`src/rtl/biu_pkg.sv`:
```
// Shared types and constants for the AXI-Lite bus interface unit.
// Latency: n/a (declarations only).
// Backpressure: n/a (declarations only).
package biu_pkg;

  typedef enum logic [2:0] {
    ST_IDLE,
    ST_RD_ADDR,
    ST_RD_DATA,
    ST_WR_ADDR,
    ST_WR_RESP,
    ST_RESP
  } biu_state_e;

  localparam logic [2:0] EXC_NONE    = 3'd0;
  localparam logic [2:0] EXC_BUS     = 3'd5;
  localparam logic [2:0] EXC_TIMEOUT = 3'd6;

  localparam logic [1:0] RESP_OKAY   = 2'b00;
  localparam logic [1:0] RESP_SLVERR = 2'b10;

  // Any non-OKAY AXI response is reported to the pipeline as a bus error.
  function automatic logic [2:0] resp_to_exc(input logic [1:0] resp);
    return (resp == RESP_OKAY) ? EXC_NONE : EXC_BUS;
  endfunction

endpackage

```
`src/rtl/biu_timeout.sv`:
```
// Saturating watchdog counter for one outstanding bus transaction.
// Latency: expire is combinational from the count; it asserts in the cycle whose increment reaches LIMIT-1.
// Backpressure: none; clr restarts the count, en advances it, count saturates at LIMIT-1.
//
// Ports: clk, rstn (async active-low), clr (restart at 0), en (count this cycle),
//        expire (this cycle is the last one before the limit).
module biu_timeout #(
  parameter int LIMIT = 1024
) (
  input  logic clk,
  input  logic rstn,
  input  logic clr,
  input  logic en,
  output logic expire
);

  localparam int            CW   = (LIMIT > 2) ? $clog2(LIMIT) : 1;
  localparam logic [CW-1:0] LAST = CW'(LIMIT - 1);
  localparam logic [CW-1:0] PRE  = CW'(LIMIT - 2);

  logic [CW-1:0] count;

  always_ff @(posedge clk or negedge rstn) begin
    if (!rstn) begin
      count <= '0;
    end else if (clr) begin
      count <= '0;
    end else if (en && (count != LAST)) begin
      count <= count + 1'b1;
    end
  end

  // Fires on the cycle whose increment would land on LIMIT-1, so the
  // owner leaves its wait state exactly when the counter reaches the limit.
  assign expire = en && (count == PRE);

endmodule

```
`src/rtl/axi_lite_biu.sv`:
```
// Single-outstanding AXI-Lite master bridging the core request port to the MMU-facing bus.
// Latency: accept at edge 0, address valid in cycle 1, rsp_valid no earlier than cycle 3.
// Backpressure: req_ready only in IDLE; rsp_valid is a one-cycle pulse with no backpressure.
//
// Ports: clk/rstn; req_* request (valid/ready, we, addr, wdata, wstrb, is_instr);
//        rsp_* response (valid pulse, rdata, err, exc); m_axi_ar/r/aw/w/b* AXI-Lite master;
//        m_is_instr, m_throw_exception, m_exception_vec MMU sideband.
// Build option: define BIU_TIMEOUT_EN to abort transactions after TIMEOUT_CYC cycles.
// DATA_W must be 32 or 64.
module axi_lite_biu
  import biu_pkg::*;
#(
  parameter int ADDR_W      = 32,
  parameter int DATA_W      = 32,
  parameter int TIMEOUT_CYC = 1024
) (
  input  logic                clk,
  input  logic                rstn,
  // core request / response
  input  logic                req_valid,
  output logic                req_ready,
  input  logic                req_we,
  input  logic [ADDR_W-1:0]   req_addr,
  input  logic [DATA_W-1:0]   req_wdata,
  input  logic [DATA_W/8-1:0] req_wstrb,
  input  logic                req_is_instr,
  output logic                rsp_valid,
  output logic [DATA_W-1:0]   rsp_rdata,
  output logic                rsp_err,
  output logic [2:0]          rsp_exc,
  // AXI-Lite read channels
  output logic [ADDR_W-1:0]   m_axi_araddr,
  output logic                m_axi_arvalid,
  input  logic                m_axi_arready,
  input  logic [DATA_W-1:0]   m_axi_rdata,
  input  logic [1:0]          m_axi_rresp,
  input  logic                m_axi_rvalid,
  output logic                m_axi_rready,
  // AXI-Lite write channels
  output logic [ADDR_W-1:0]   m_axi_awaddr,
  output logic                m_axi_awvalid,
  input  logic                m_axi_awready,
  output logic [DATA_W-1:0]   m_axi_wdata,
  output logic [DATA_W/8-1:0] m_axi_wstrb,
  output logic                m_axi_wvalid,
  input  logic                m_axi_wready,
  input  logic [1:0]          m_axi_bresp,
  input  logic                m_axi_bvalid,
  output logic                m_axi_bready,
  // MMU sideband
  output logic                m_is_instr,
  input  logic                m_throw_exception,
  input  logic [2:0]          m_exception_vec
);

  biu_state_e state;
  logic       tmo_expire;
  logic       aw_done;
  logic       w_done;

  assign req_ready = (state == ST_IDLE);

  // A write channel counts as done once its valid has dropped (earlier
  // handshake) or it handshakes this cycle.
  assign aw_done = !m_axi_awvalid || m_axi_awready;
  assign w_done  = !m_axi_wvalid  || m_axi_wready;

`ifdef BIU_TIMEOUT_EN
  logic tmo_en;
  assign tmo_en = (state != ST_IDLE) && (state != ST_RESP);

  biu_timeout #(
    .LIMIT (TIMEOUT_CYC)
  ) u_timeout (
    .clk    (clk),
    .rstn   (rstn),
    .clr    (req_valid && req_ready),
    .en     (tmo_en),
    .expire (tmo_expire)
  );
`else
  // No watchdog: constant 0 (the comparison only keeps TIMEOUT_CYC referenced).
  assign tmo_expire = (TIMEOUT_CYC < 0);
`endif

  always_ff @(posedge clk or negedge rstn) begin
    if (!rstn) begin
      state         <= ST_IDLE;
      m_axi_araddr  <= '0;
      m_axi_arvalid <= 1'b0;
      m_axi_rready  <= 1'b0;
      m_axi_awaddr  <= '0;
      m_axi_awvalid <= 1'b0;
      m_axi_wdata   <= '0;
      m_axi_wstrb   <= '0;
      m_axi_wvalid  <= 1'b0;
      m_axi_bready  <= 1'b0;
      m_is_instr    <= 1'b0;
      rsp_valid     <= 1'b0;
      rsp_rdata     <= '0;
      rsp_err       <= 1'b0;
      rsp_exc       <= EXC_NONE;
    end else begin
      rsp_valid <= 1'b0;
      case (state)
        ST_IDLE: begin
          if (req_valid) begin
            m_is_instr <= req_is_instr;
            if (req_we) begin
              m_axi_awaddr  <= req_addr;
              m_axi_wdata   <= req_wdata;
              m_axi_wstrb   <= req_wstrb;
              m_axi_awvalid <= 1'b1;
              m_axi_wvalid  <= 1'b1;
              state         <= ST_WR_ADDR;
            end else begin
              m_axi_araddr  <= req_addr;
              m_axi_arvalid <= 1'b1;
              state         <= ST_RD_ADDR;
            end
          end
        end

        ST_RD_ADDR: begin
          // MMU rejection beats a same-cycle arready; handshake beats timeout.
          if (m_throw_exception) begin
            m_axi_arvalid <= 1'b0;
            rsp_valid     <= 1'b1;
            rsp_err       <= 1'b1;
            rsp_exc       <= m_exception_vec;
            rsp_rdata     <= '0;
            state         <= ST_RESP;
          end else if (m_axi_arready) begin
            m_axi_arvalid <= 1'b0;
            m_axi_rready  <= 1'b1;
            state         <= ST_RD_DATA;
          end else if (tmo_expire) begin
            m_axi_arvalid <= 1'b0;
            rsp_valid     <= 1'b1;
            rsp_err       <= 1'b1;
            rsp_exc       <= EXC_TIMEOUT;
            rsp_rdata     <= '0;
            state         <= ST_RESP;
          end
        end

        ST_RD_DATA: begin
          if (m_axi_rvalid) begin
            m_axi_rready <= 1'b0;
            rsp_valid    <= 1'b1;
            rsp_rdata    <= m_axi_rdata;
            rsp_err      <= (m_axi_rresp != RESP_OKAY);
            rsp_exc      <= resp_to_exc(m_axi_rresp);
            state        <= ST_RESP;
          end else if (tmo_expire) begin
            m_axi_rready <= 1'b0;
            rsp_valid    <= 1'b1;
            rsp_err      <= 1'b1;
            rsp_exc      <= EXC_TIMEOUT;
            rsp_rdata    <= '0;
            state        <= ST_RESP;
          end
        end

        ST_WR_ADDR: begin
          if (m_throw_exception) begin
            m_axi_awvalid <= 1'b0;
            m_axi_wvalid  <= 1'b0;
            rsp_valid     <= 1'b1;
            rsp_err       <= 1'b1;
            rsp_exc       <= m_exception_vec;
            rsp_rdata     <= '0;
            state         <= ST_RESP;
          end else if (aw_done && w_done) begin
            m_axi_awvalid <= 1'b0;
            m_axi_wvalid  <= 1'b0;
            m_axi_bready  <= 1'b1;
            state         <= ST_WR_RESP;
          end else if (tmo_expire) begin
            m_axi_awvalid <= 1'b0;
            m_axi_wvalid  <= 1'b0;
            rsp_valid     <= 1'b1;
            rsp_err       <= 1'b1;
            rsp_exc       <= EXC_TIMEOUT;
            rsp_rdata     <= '0;
            state         <= ST_RESP;
          end else begin
            // Only one channel finished: drop just that valid.
            if (m_axi_awready) m_axi_awvalid <= 1'b0;
            if (m_axi_wready)  m_axi_wvalid  <= 1'b0;
          end
        end

        ST_WR_RESP: begin
          if (m_axi_bvalid) begin
            m_axi_bready <= 1'b0;
            rsp_valid    <= 1'b1;
            rsp_rdata    <= '0;
            rsp_err      <= (m_axi_bresp != RESP_OKAY);
            rsp_exc      <= resp_to_exc(m_axi_bresp);
            state        <= ST_RESP;
          end else if (tmo_expire) begin
            m_axi_bready <= 1'b0;
            rsp_valid    <= 1'b1;
            rsp_err      <= 1'b1;
            rsp_exc      <= EXC_TIMEOUT;
            rsp_rdata    <= '0;
            state        <= ST_RESP;
          end
        end

        ST_RESP: begin
          m_is_instr <= 1'b0;
          state      <= ST_IDLE;
        end

        default: begin
          state <= ST_IDLE;
        end
      endcase
    end
  end

endmodule

```
`config.mk`:
```
export PLATFORM = sky130hd
export DESIGN_NAME = axi_lite_biu
export DESIGN_NICKNAME = d
export VERILOG_FILES = /design/src/rtl/biu_pkg.sv /design/src/rtl/biu_timeout.sv /design/src/rtl/axi_lite_biu.sv
export SDC_FILE = /design/constraint.sdc
export NUM_CORES = 1
export LEC_CHECK = 0
export CAP_MARGIN = 25
export CORE_ASPECT_RATIO = 0.8
export CORE_MARGIN = 5
export CORE_UTILIZATION = 45
export DETAILED_ROUTE_END_ITERATION = 16
export HOLD_SLACK_MARGIN = 0.03
export PLACE_DENSITY = 0.94
export SETUP_SLACK_MARGIN = 0.1
export SKIP_CTS_REPAIR_TIMING = 1
export SLEW_MARGIN = 25
export SYNTH_ARGS = -nofsm -noshare
export SYNTH_HDL_FRONTEND = slang
export SYNTH_HIERARCHICAL = 1
export SYNTH_SLANG_ARGS = --single-unit
```
`constraint.sdc`:
```
create_clock -name clk -period 2.3 [get_ports clk]
set_input_delay 0.575 -clock clk [delete_from_list [all_inputs] [get_ports clk]]
set_output_delay 0.575 -clock clk [all_outputs]
set_load 0.02 [all_outputs]
```
==> results.cfg <==
[outcome]
status = finished clean

[floorplan]
num_io_pins = 262
die-area_um2 = 15600
initial_core_util = 0.461
num_rows = 37
fp.dieH_um = 113
core_area_um2 = 12900
fp.dieW_um = 138

[setup_path]
end_kind = output pin
crit_slowest_cell = clkdlybuf4s50_1
required_ns = 1.73
r2r_start = state[1]
crit_buf_inv = 1
crit_chain = clkdlybuf4s50_1
cp-start-kind = flip-flop
critPathMaxStageDelay_ns = 0.65
cp_max_fo = 3
path_class = reg2out
arrival_ns = 1.44
cp-startpoint = m_axi_rready
worst_path_dominant_cell_family = buffers and inverters

[clock_tree]
cts_num_sinks = 146
path_clk_slew_ns = 0.06
root_buffer = clkbuf_16
htree_levels = 4
cts_max_path_buffers = 2
numCtsBuffers = 17
cts_tree = done
clk_latency_ns = 0.41

[pwr]
peakVddDrop_v = 0.00103
power_leakage_nw = 3.89
total_power_mw = 13.7
powerDensity_nw_per_um2 = 1480

[cells_and_area]
mostFrequentLayoutCell = clkdlybuf4s50_1
final_cell_mix = 259 x clkdlybuf4s50_1, 146 x dfrtp_1, 100 x mux2_1, 35 x o21ai_1, 33 x inv_1
post-route-cell-area_um2 = 9310
finalNetCount = 823
drive_gt1_frac = 0.0738
area_growth_pct = 57.1

[place]
gp_congestion = 0.778
portBuffers = 261
dp_slack_ns = 0.111
hpwl_mm = 12.6
postPlaceCellArea_um2 = 8690

[global_routing]
grt_pass1_vias = 4912
antenna_found_initial = 1
grt_max_degree = 53
track_usage = 0.220
grt_first_pass_wirelength_mm = 27.1
grt_overflow = 0

[timing]
setup_violations = 0
rsz0062_at_grt = no
fmax_mhz = 497
clock_skew_ns = 0.00591
worst_pin_slew_ns = 0.512
drv_slew = 0
hold_violations = 0
min_period_ns = 2.01
timing.final.ws_setup_ns = 0.287
slew_headroom = 0.659
min_period_over_period = 0.875

[detailed_routing]
drt-initial-drc-count = 242
dr.pass1.iters = 4
ant_nets = 0
num_vias = 4591
drc = 0
via_per_inst = 5.14
wirelength_mm = 17.0
wl_per_cell_um = 19.0

[logic_synthesis]
synth-compound-area-share = 0.0612
ys_seq_elements = 146
yosysTopAreaCell = dfrtp_1
synthMuxAreaShare = 0.194
yosysWarnings = 6
synth.distinct_cells = 41
synth-edff-count = 0
synthFlopType = dfrtp_1
synth_top_area_share = 0.616
synthAdderAreaFrac = 0
syn_nets = 560
synth_area_per_cell_um2 = 13.4
syn_inst = 442
synth_area_um2 = 5930
synthXorXnorAreaFrac = 0
ys_top_cells_by_area = dfrtp_1 62%, mux2_1 19%, nand4_1 3.4%
synth-simple-area-share = 0.0663
synth_top_family_by_area = multiplexers
async_reset_ff_frac = 1.00
seq_area_frac_synth = 0.616

[flow_run]
cap_violations = 0

[min_path]
worstHoldPathType = in2async
sequential cells by signal (all words and copies together) (netlist names), 3 cells and up:
name	cells
rsp_rdata	32
rsp_exc	3
m_axi_awaddr	32
m_axi_wdata	32
state	3
m_axi_araddr	32
m_axi_wstrb	4
power breakdown:
| part | total [mW] | switching, mW | internal (mW) |
|---|---|---|---|
| combinational | 6.43 | 3.32 | 3.11 |
| sequential | 4.44 | 0.655 | 3.79 |
| clock | 2.86 | 1.05 | 1.81 |
| total | 13.7 | 5.03 | 8.70 |
kinds of logic after synthesis:
group,count (synthesis)
buffers and inverters,65
AO/OA/AOI/OAI,62
multiplexers,102
flip-flops,146
AND/OR/NAND/NOR,67
Yosys cell counts (2+ instances only):
master,n
a21o_1,2
nand2b_1,5
dfrtp_1,146
buf_6,15
nand3b_1,2
o21ai_0,6
buf_4,2
a31oi_1,3
nand4_1,32
buf_2,5
clkbuf_1,9
o21ai_1,35
inv_1,33
nand2_1,9
nor3_1,2
mux2_1,100
a21oi_1,5
nor2_1,7
nor2b_1,2
worst paths after layout:
path / end / slack [ns] / cells past startpoint
setup / recovery: m_axi_rready / 0.29 / 1
hold / removal: m_axi_wdata[1] / 0.11 / 1
setup reg to reg: rsp_exc[0] / 0.60 / 6
hold reg to reg: m_axi_araddr[19] / 0.48 / 1
max in group asynchronous: m_axi_araddr[19] / 1.54 / 2
min in group clk: m_axi_araddr[19] / 0.48 / 1
worst reg2reg max path, stage by stage (launching register included):
cell      delay, ns
dfrtp_1        0.38
buf_4          0.20
nand3b_1       0.22
a21oi_4        0.19
buf_4          0.37
nor3_1         0.11
a31oi_1        0.16
stage by stage:
stage               hold slack, ns  utilization  std cells  TNS, ns
CTS                          0.123        0.723        893  -0.0156
floorplan                    0.279            -        442        0
global route                 0.152        0.723        894        0
global placement             0.467        0.675        861        0
detailed placement           0.474        0.675        861        0
finish                       0.115        0.723        894        0
area by class of cell:
class | count | area (µm²)
diodes | 1 | 2.50
multi-input cells | 231 | 1900
clock inverters | 14 | 189
well taps | 175 | 219
repair buffers | 275 | 2780
fillers | 889 | 3560
inverters | 34 | 128
flip-flops and latches | 146 | 3650
clock buffers | 18 | 429
metal layers:
metal | vias to the layer above | part of all wire | GRT usage
li1 | 2077 | - | -
met4 | 0 | 0.025 | 0.0882
met3 | 29 | 0.074 | 0.0724
met2 | 184 | 0.51 | 0.379
met5 | - | 0 | 0
met1 | 2301 | 0.39 | 0.256
Note: power is estimated with default switching activity, not from simulation.
==> RTL change 1: new RTL, same flow settings <==
`ADDR_W`: 32 -> 24.
--- a/src/rtl/axi_lite_biu.sv
+++ b/src/rtl/axi_lite_biu.sv
@@ -12,3 +12,3 @@
 #(
-  parameter int ADDR_W      = 32,
+  parameter int ADDR_W      = 24,
   parameter int DATA_W      = 32,
Interface: changed (resized m_axi_araddr, m_axi_awaddr and req_addr); port bits go from 262 to 238. The function was not compared with the original's and may differ.
==> RTL change 1 against the unedited design <==
Cell area shrank 8.1%. Sequential power shrank 10%. Largest power group unchanged. Worst setup slack lost 0.0063 ns. Area after synthesis shrank 9.5%. Critical endpoint is now m_axi_wvalid. Combinational power shrank 3.6%. Sequential cell count shrank 16. Die area shrank 8.8%. Routed wire length shrank 11%. Clock skew grew 0.0021 ns. First-iteration DRC count shrank 45%. Total power shrank 5.1%. Register-to-register slack lost 0.04 ns. Count of clock-buffer cells in the layout shrank 1.
==> RTL change 1: results (changes against the unedited design) <==
[cells_and_area]
regArea_um2 = 3250  ; was 3650 um^2
fin_nets = 760  ; was 823
clockNetworkAreaShare_pct = 7.37  ; was 6.64%
drive_above_1_share_pct = 22.3  ; was 7.38%
buffer_area_share_pct = 29.9  ; about the same
buffers = 251  ; was 275
diodes = 0  ; was 1
multi_input_gates = 213  ; was 231
multi_input_area_um2 = 1790  ; was 1900 um^2
fillers = 748  ; was 889

[timing]
tightest_slew_ns = 0.559  ; was 0.512 ns
finalClockSkew_ns = 0.00799  ; was 0.00591 ns

[run_status]
status = complete, no violations  ; unchanged

[placement]
dp_hpwl_mm = 11.1  ; was 12.6 mm
gp_congestion = 0.806  ; was 0.778
dp.cells = 779  ; was 861
port-buffer-count = 237  ; was 261
place_area_um2 = 7920  ; was 8690 um^2
post-place-ws_ns = 0.134  ; was 0.111 ns

[yosys]
synth_area_leaders = dfrtp_1 61%, mux2_2 18%, o211ai_1 4.5%  ; was dfrtp_1 62%, mux2_1 19%, nand4_1 3.4%
synth-seq-cells = 130  ; was 146
syn-num-nets = 518  ; was 560
ys_seq_area_share_pct = 60.7  ; was 61.6%
synth_common_cells = 130 x dfrtp_1, 84 x mux2_2, 36 x inv_1, 32 x o211ai_1, 18 x o21ai_1  ; was 146 x dfrtp_1, 100 x mux2_1, 35 x o21ai_1, 33 x inv_1, 32 x nand4_1
synth_area_per_cell_um2 = 13.1  ; was 13.4 um^2
synthMuxAreaShare_pct = 17.6  ; was 19.4%
synth-compound-area-share_pct = 12.2  ; was 6.12%

[route]
first_iter_violations = 132  ; was 242
dr_wl_met3_mm = 1.45  ; was 1.25 mm
num_vias = 4170  ; was 4591
topRoutingLayerUsed = met5  ; was met4
wl_met2_mm = 7.89  ; was 8.73 mm
met1Wirelength_mm = 5.70  ; was 6.60 mm

[pwr]
p_sw_mw = 4.75  ; was 5.03 mW
p_leak_nw = 3.59  ; was 3.89 nW
clockPowerShare_pct = 21.9  ; was 20.8%
power_frac_comb_pct = 47.6  ; was 46.9%
ir_worst_vdd_v = 0.000906  ; was 0.00103 V

[grt]
gr-usage-met1_pct = 25.0  ; was 25.6%
grt_pass1_wl_mm = 24.5  ; was 27.1 mm
use_met2_pct = 37.7  ; was 37.9%
grt_max_degree = 44  ; was 53
grt_pass1_vias = 4502  ; was 4912
grt_usage_pct = 21.7  ; was 22.0%

[worst_setup_path]
rr_worst_depth = 4  ; was 6
cp_slowest_stage_delay_ns = 0.67  ; was 0.65 ns

RTL change 1: changes by cell type after synthesis, sizes merged, moves of 5 or more:
cell and delta:
nand4 -31, o211ai +31, mux2 -17, dfrtp -16, buf -5, nand2 -5
RTL change 1: through the flow:
step           hold slack (ns)  util, %  total power, mW
3_5_place_dp             0.493     68.2             10.3
4_1_cts                  0.158     73.7             13.2
3_3_place_gp             0.487     68.2             9.99
6_report                 0.149     73.7             13.0
2_1_floorplan            0.279        -             7.21
5_1_grt                  0.184     73.7             13.8
RTL change 1: path summary, 6_finish.rpt:
path                       slack (ns)     startpoint         endpoint
max                              0.28   m_axi_wvalid     m_axi_wvalid
min reg2reg                      0.50  m_axi_awvalid    m_axi_awvalid
min in group clk                 0.50  m_axi_awvalid    m_axi_awvalid
max reg2reg                      0.56       state[1]  m_axi_wdata[20]
max in group asynchronous        1.52           rstn    rsp_rdata[31]
min                              0.15           rstn    rsp_rdata[19]
==> RTL change 2: new RTL, same flow settings <==
Without the edit above. Put one more register stage on the output `rsp_err`. The value now appears one clock later. The other outputs are not delayed to match.
--- a/src/rtl/axi_lite_biu.sv
+++ b/src/rtl/axi_lite_biu.sv
@@ -55,2 +55,4 @@
 
+  logic rsp_err_s0;
+
   biu_state_e state;
@@ -100,3 +102,3 @@
       rsp_rdata     <= '0;
-      rsp_err       <= 1'b0;
+      rsp_err_s0    <= 1'b0;
       rsp_exc       <= EXC_NONE;
@@ -128,3 +130,3 @@
             rsp_valid     <= 1'b1;
-            rsp_err       <= 1'b1;
+            rsp_err_s0    <= 1'b1;
             rsp_exc       <= m_exception_vec;
@@ -139,3 +141,3 @@
             rsp_valid     <= 1'b1;
-            rsp_err       <= 1'b1;
+            rsp_err_s0    <= 1'b1;
             rsp_exc       <= EXC_TIMEOUT;
@@ -151,3 +153,3 @@
             rsp_rdata    <= m_axi_rdata;
-            rsp_err      <= (m_axi_rresp != RESP_OKAY);
+            rsp_err_s0   <= (m_axi_rresp != RESP_OKAY);
             rsp_exc      <= resp_to_exc(m_axi_rresp);
@@ -157,3 +159,3 @@
             rsp_valid    <= 1'b1;
-            rsp_err      <= 1'b1;
+            rsp_err_s0   <= 1'b1;
             rsp_exc      <= EXC_TIMEOUT;
@@ -169,3 +171,3 @@
             rsp_valid     <= 1'b1;
-            rsp_err       <= 1'b1;
+            rsp_err_s0    <= 1'b1;
             rsp_exc       <= m_exception_vec;
@@ -182,3 +184,3 @@
             rsp_valid     <= 1'b1;
-            rsp_err       <= 1'b1;
+            rsp_err_s0    <= 1'b1;
             rsp_exc       <= EXC_TIMEOUT;
@@ -198,3 +200,3 @@
             rsp_rdata    <= '0;
-            rsp_err      <= (m_axi_bresp != RESP_OKAY);
+            rsp_err_s0   <= (m_axi_bresp != RESP_OKAY);
             rsp_exc      <= resp_to_exc(m_axi_bresp);
@@ -204,3 +206,3 @@
             rsp_valid    <= 1'b1;
-            rsp_err      <= 1'b1;
+            rsp_err_s0   <= 1'b1;
             rsp_exc      <= EXC_TIMEOUT;
@@ -223,2 +225,6 @@
 
+  always_ff @(posedge clk) begin
+    rsp_err <= rsp_err_s0;
+  end
+
 endmodule
Check against the original RTL: not equivalent (Yosys sat finds a counterexample within 4 cycles, from zero or initial values and one cycle with rstn low).
==> RTL change 2 against the unedited design <==
Hold slack better by 0.027 ns. Cell area rose by 0.39%. Sequential cell count increased by 1. Total power is 0.22% higher. Area after synthesis grew 0.34%. Core utilization is essentially flat. Routed wire length fell by 1.6%. Critical path depth unchanged. Worst setup slack worse by 0.013 ns. Largest power group unchanged.
==> RTL change 2: results (changes against the unedited design) <==
[placement]
place_area_um2 = 8730  ; was 8690 um^2
dp_hpwl_mm = 12.4  ; was 12.6 mm
dp.cells = 865  ; was 861
gp_congestion = 0.790  ; was 0.778
port-buffer-count = 261  ; unchanged

[cells_and_area]
drive_above_1_share_pct = 7.89  ; was 7.38%
fin_nets = 827  ; was 823
diodes = 0  ; was 1

[pwr]
p_leak_nw = 3.91  ; was 3.89 nW
ir_worst_vdd_v = 0.000865  ; was 0.00103 V

[grt]
grt_max_degree = 87  ; was 53
grt_pass1_vias = 4951  ; was 4912
grt_usage_pct = 21.7  ; was 22.0%
antenna_found_initial = 0  ; was 1
grt_pass1_wl_mm = 27.0  ; was 27.1 mm

[clock_network]
h-tree-depth = 4  ; unchanged
cts_max_path_buffers = 2  ; unchanged
root_buffer = clkbuf_16  ; unchanged
clock_latency_ns = 0.41  ; about the same

[route]
num_vias = 4534  ; was 4591
wl_per_cell_um = 18.7  ; was 19.0 um
dr.pass1.iters = 4  ; unchanged
first_iter_violations = 192  ; was 242
drt_wl_total_mm = 16.7  ; was 17.0 mm

[yosys]
syn-num-nets = 561  ; was 560
synth_area_leaders = dfrtp_1 61%, mux2_1 19%, nand4_1 3.4%  ; was dfrtp_1 62%, mux2_1 19%, nand4_1 3.4%
synth_common_cells = 146 x dfrtp_1, 100 x mux2_1, 35 x o21ai_1, 33 x inv_1, 32 x nand4_1  ; unchanged
synth_edf_count = 0  ; unchanged
yosysUniqueCellTypes = 42  ; was 41
synthCells = 443  ; was 442
async_flop_share_pct = 99.3  ; was 100%
ys_seq_area_share_pct = 61.8  ; was 61.6%

[worst_setup_path]
worstPathMaxFanout = 2  ; was 3
crit_slowest_cell = clkdlybuf4s50_1  ; unchanged
cp_top_family = buffers and inverters  ; unchanged

[hold_path]
hold_path.class = primary input to asynchronous set/reset pin  ; unchanged

[timing]
finalClockSkew_ns = 0.0102  ; was 0.00591 ns
maxSlewHeadroom_pct = 68.8  ; was 65.9%

[run_status]
status = complete, no violations  ; unchanged

[RTL change 2: cell count changes in the layout (fill, tap and decap cells not counted)]
cell and delta:
and3b_1 -1, and3b_2 +1, buf_4 +3, bufinv_16 -1, clkbuf_8 +2, clkinv_2 -2, clkinvlp_4 +1, dfxtp_1 +1
diode_2 -1
[RTL change 2: kinds of logic (layout without fill, tap and decap cells)]
kind of cell	count (synthesis)	count (layout)	synth area share, %
flip-flops	147	147	61.8
multiplexers	102	102	19.3
AND/OR/NAND/NOR	67	67	6.61
buffers and inverters	65	344	6.23
AO/OA/AOI/OAI	62	62	6.10
[RTL change 2: metal layers]
metal  wire length, um  track usage [%]
met3              1440             8.79
met5                 0                0
met1              6330             24.6
met4               283             6.78
met2              8690             37.9
[RTL change 2: worst reg2reg max path: stages, from the launching register on]
cell,delay (ns)
dfrtp_1,0.38
buf_4,0.20
nor2_2,0.19
nand2_2,0.28
mux2_2,0.41
a2bb2oi_1,0.18
[RTL change 2: through the flow]
stage / setup TNS, ns / power [mW] / setup WS, ns
5_1_grt: 0 / 14.5 / 0.223
3_5_place_dp: 0 / 11.0 / 0.102
2_1_floorplan: 0 / 7.69 / 0.477
6_report: 0 / 13.8 / 0.274
4_1_cts: -0.00581 / 13.9 / -0.00581
3_3_place_gp: 0 / 10.7 / 0.164
[RTL change 2: final timing paths]
check	to	depth (start not counted)	slack, ns	from
worst max register to register	rsp_err_s0	5	0.58	state[1]
min in group clk	rsp_err	0	0.42	rsp_err_s0
worst min-delay path	m_axi_awaddr[26]	2	0.14	rstn
worst min register to register	rsp_err	0	0.42	rsp_err_s0
worst max-delay path	rsp_exc[1]	1	0.27	rsp_exc[1]
max in group asynchronous	m_axi_wdata[18]	2	1.73	rstn
[RTL change 2: final cells by class]
type / count / area, um^2
sequential: 147 / 3670
fill: 812 / 3570
timing repair buffer: 278 / 2810
multi-input combinational: 231 / 1910
clock buffer: 20 / 457
tap: 175 / 219
clock inverter: 12 / 156
inverter: 34 / 128
[RTL change 2: report_power, final]
part,internal [mW],switching (mW),leakage [nW],total (mW)
clock network,1.76,1.06,0.288,2.83
logic,3.14,3.32,1.83,6.46
registers,3.81,0.666,1.80,4.48
total,8.71,5.05,3.91,13.8
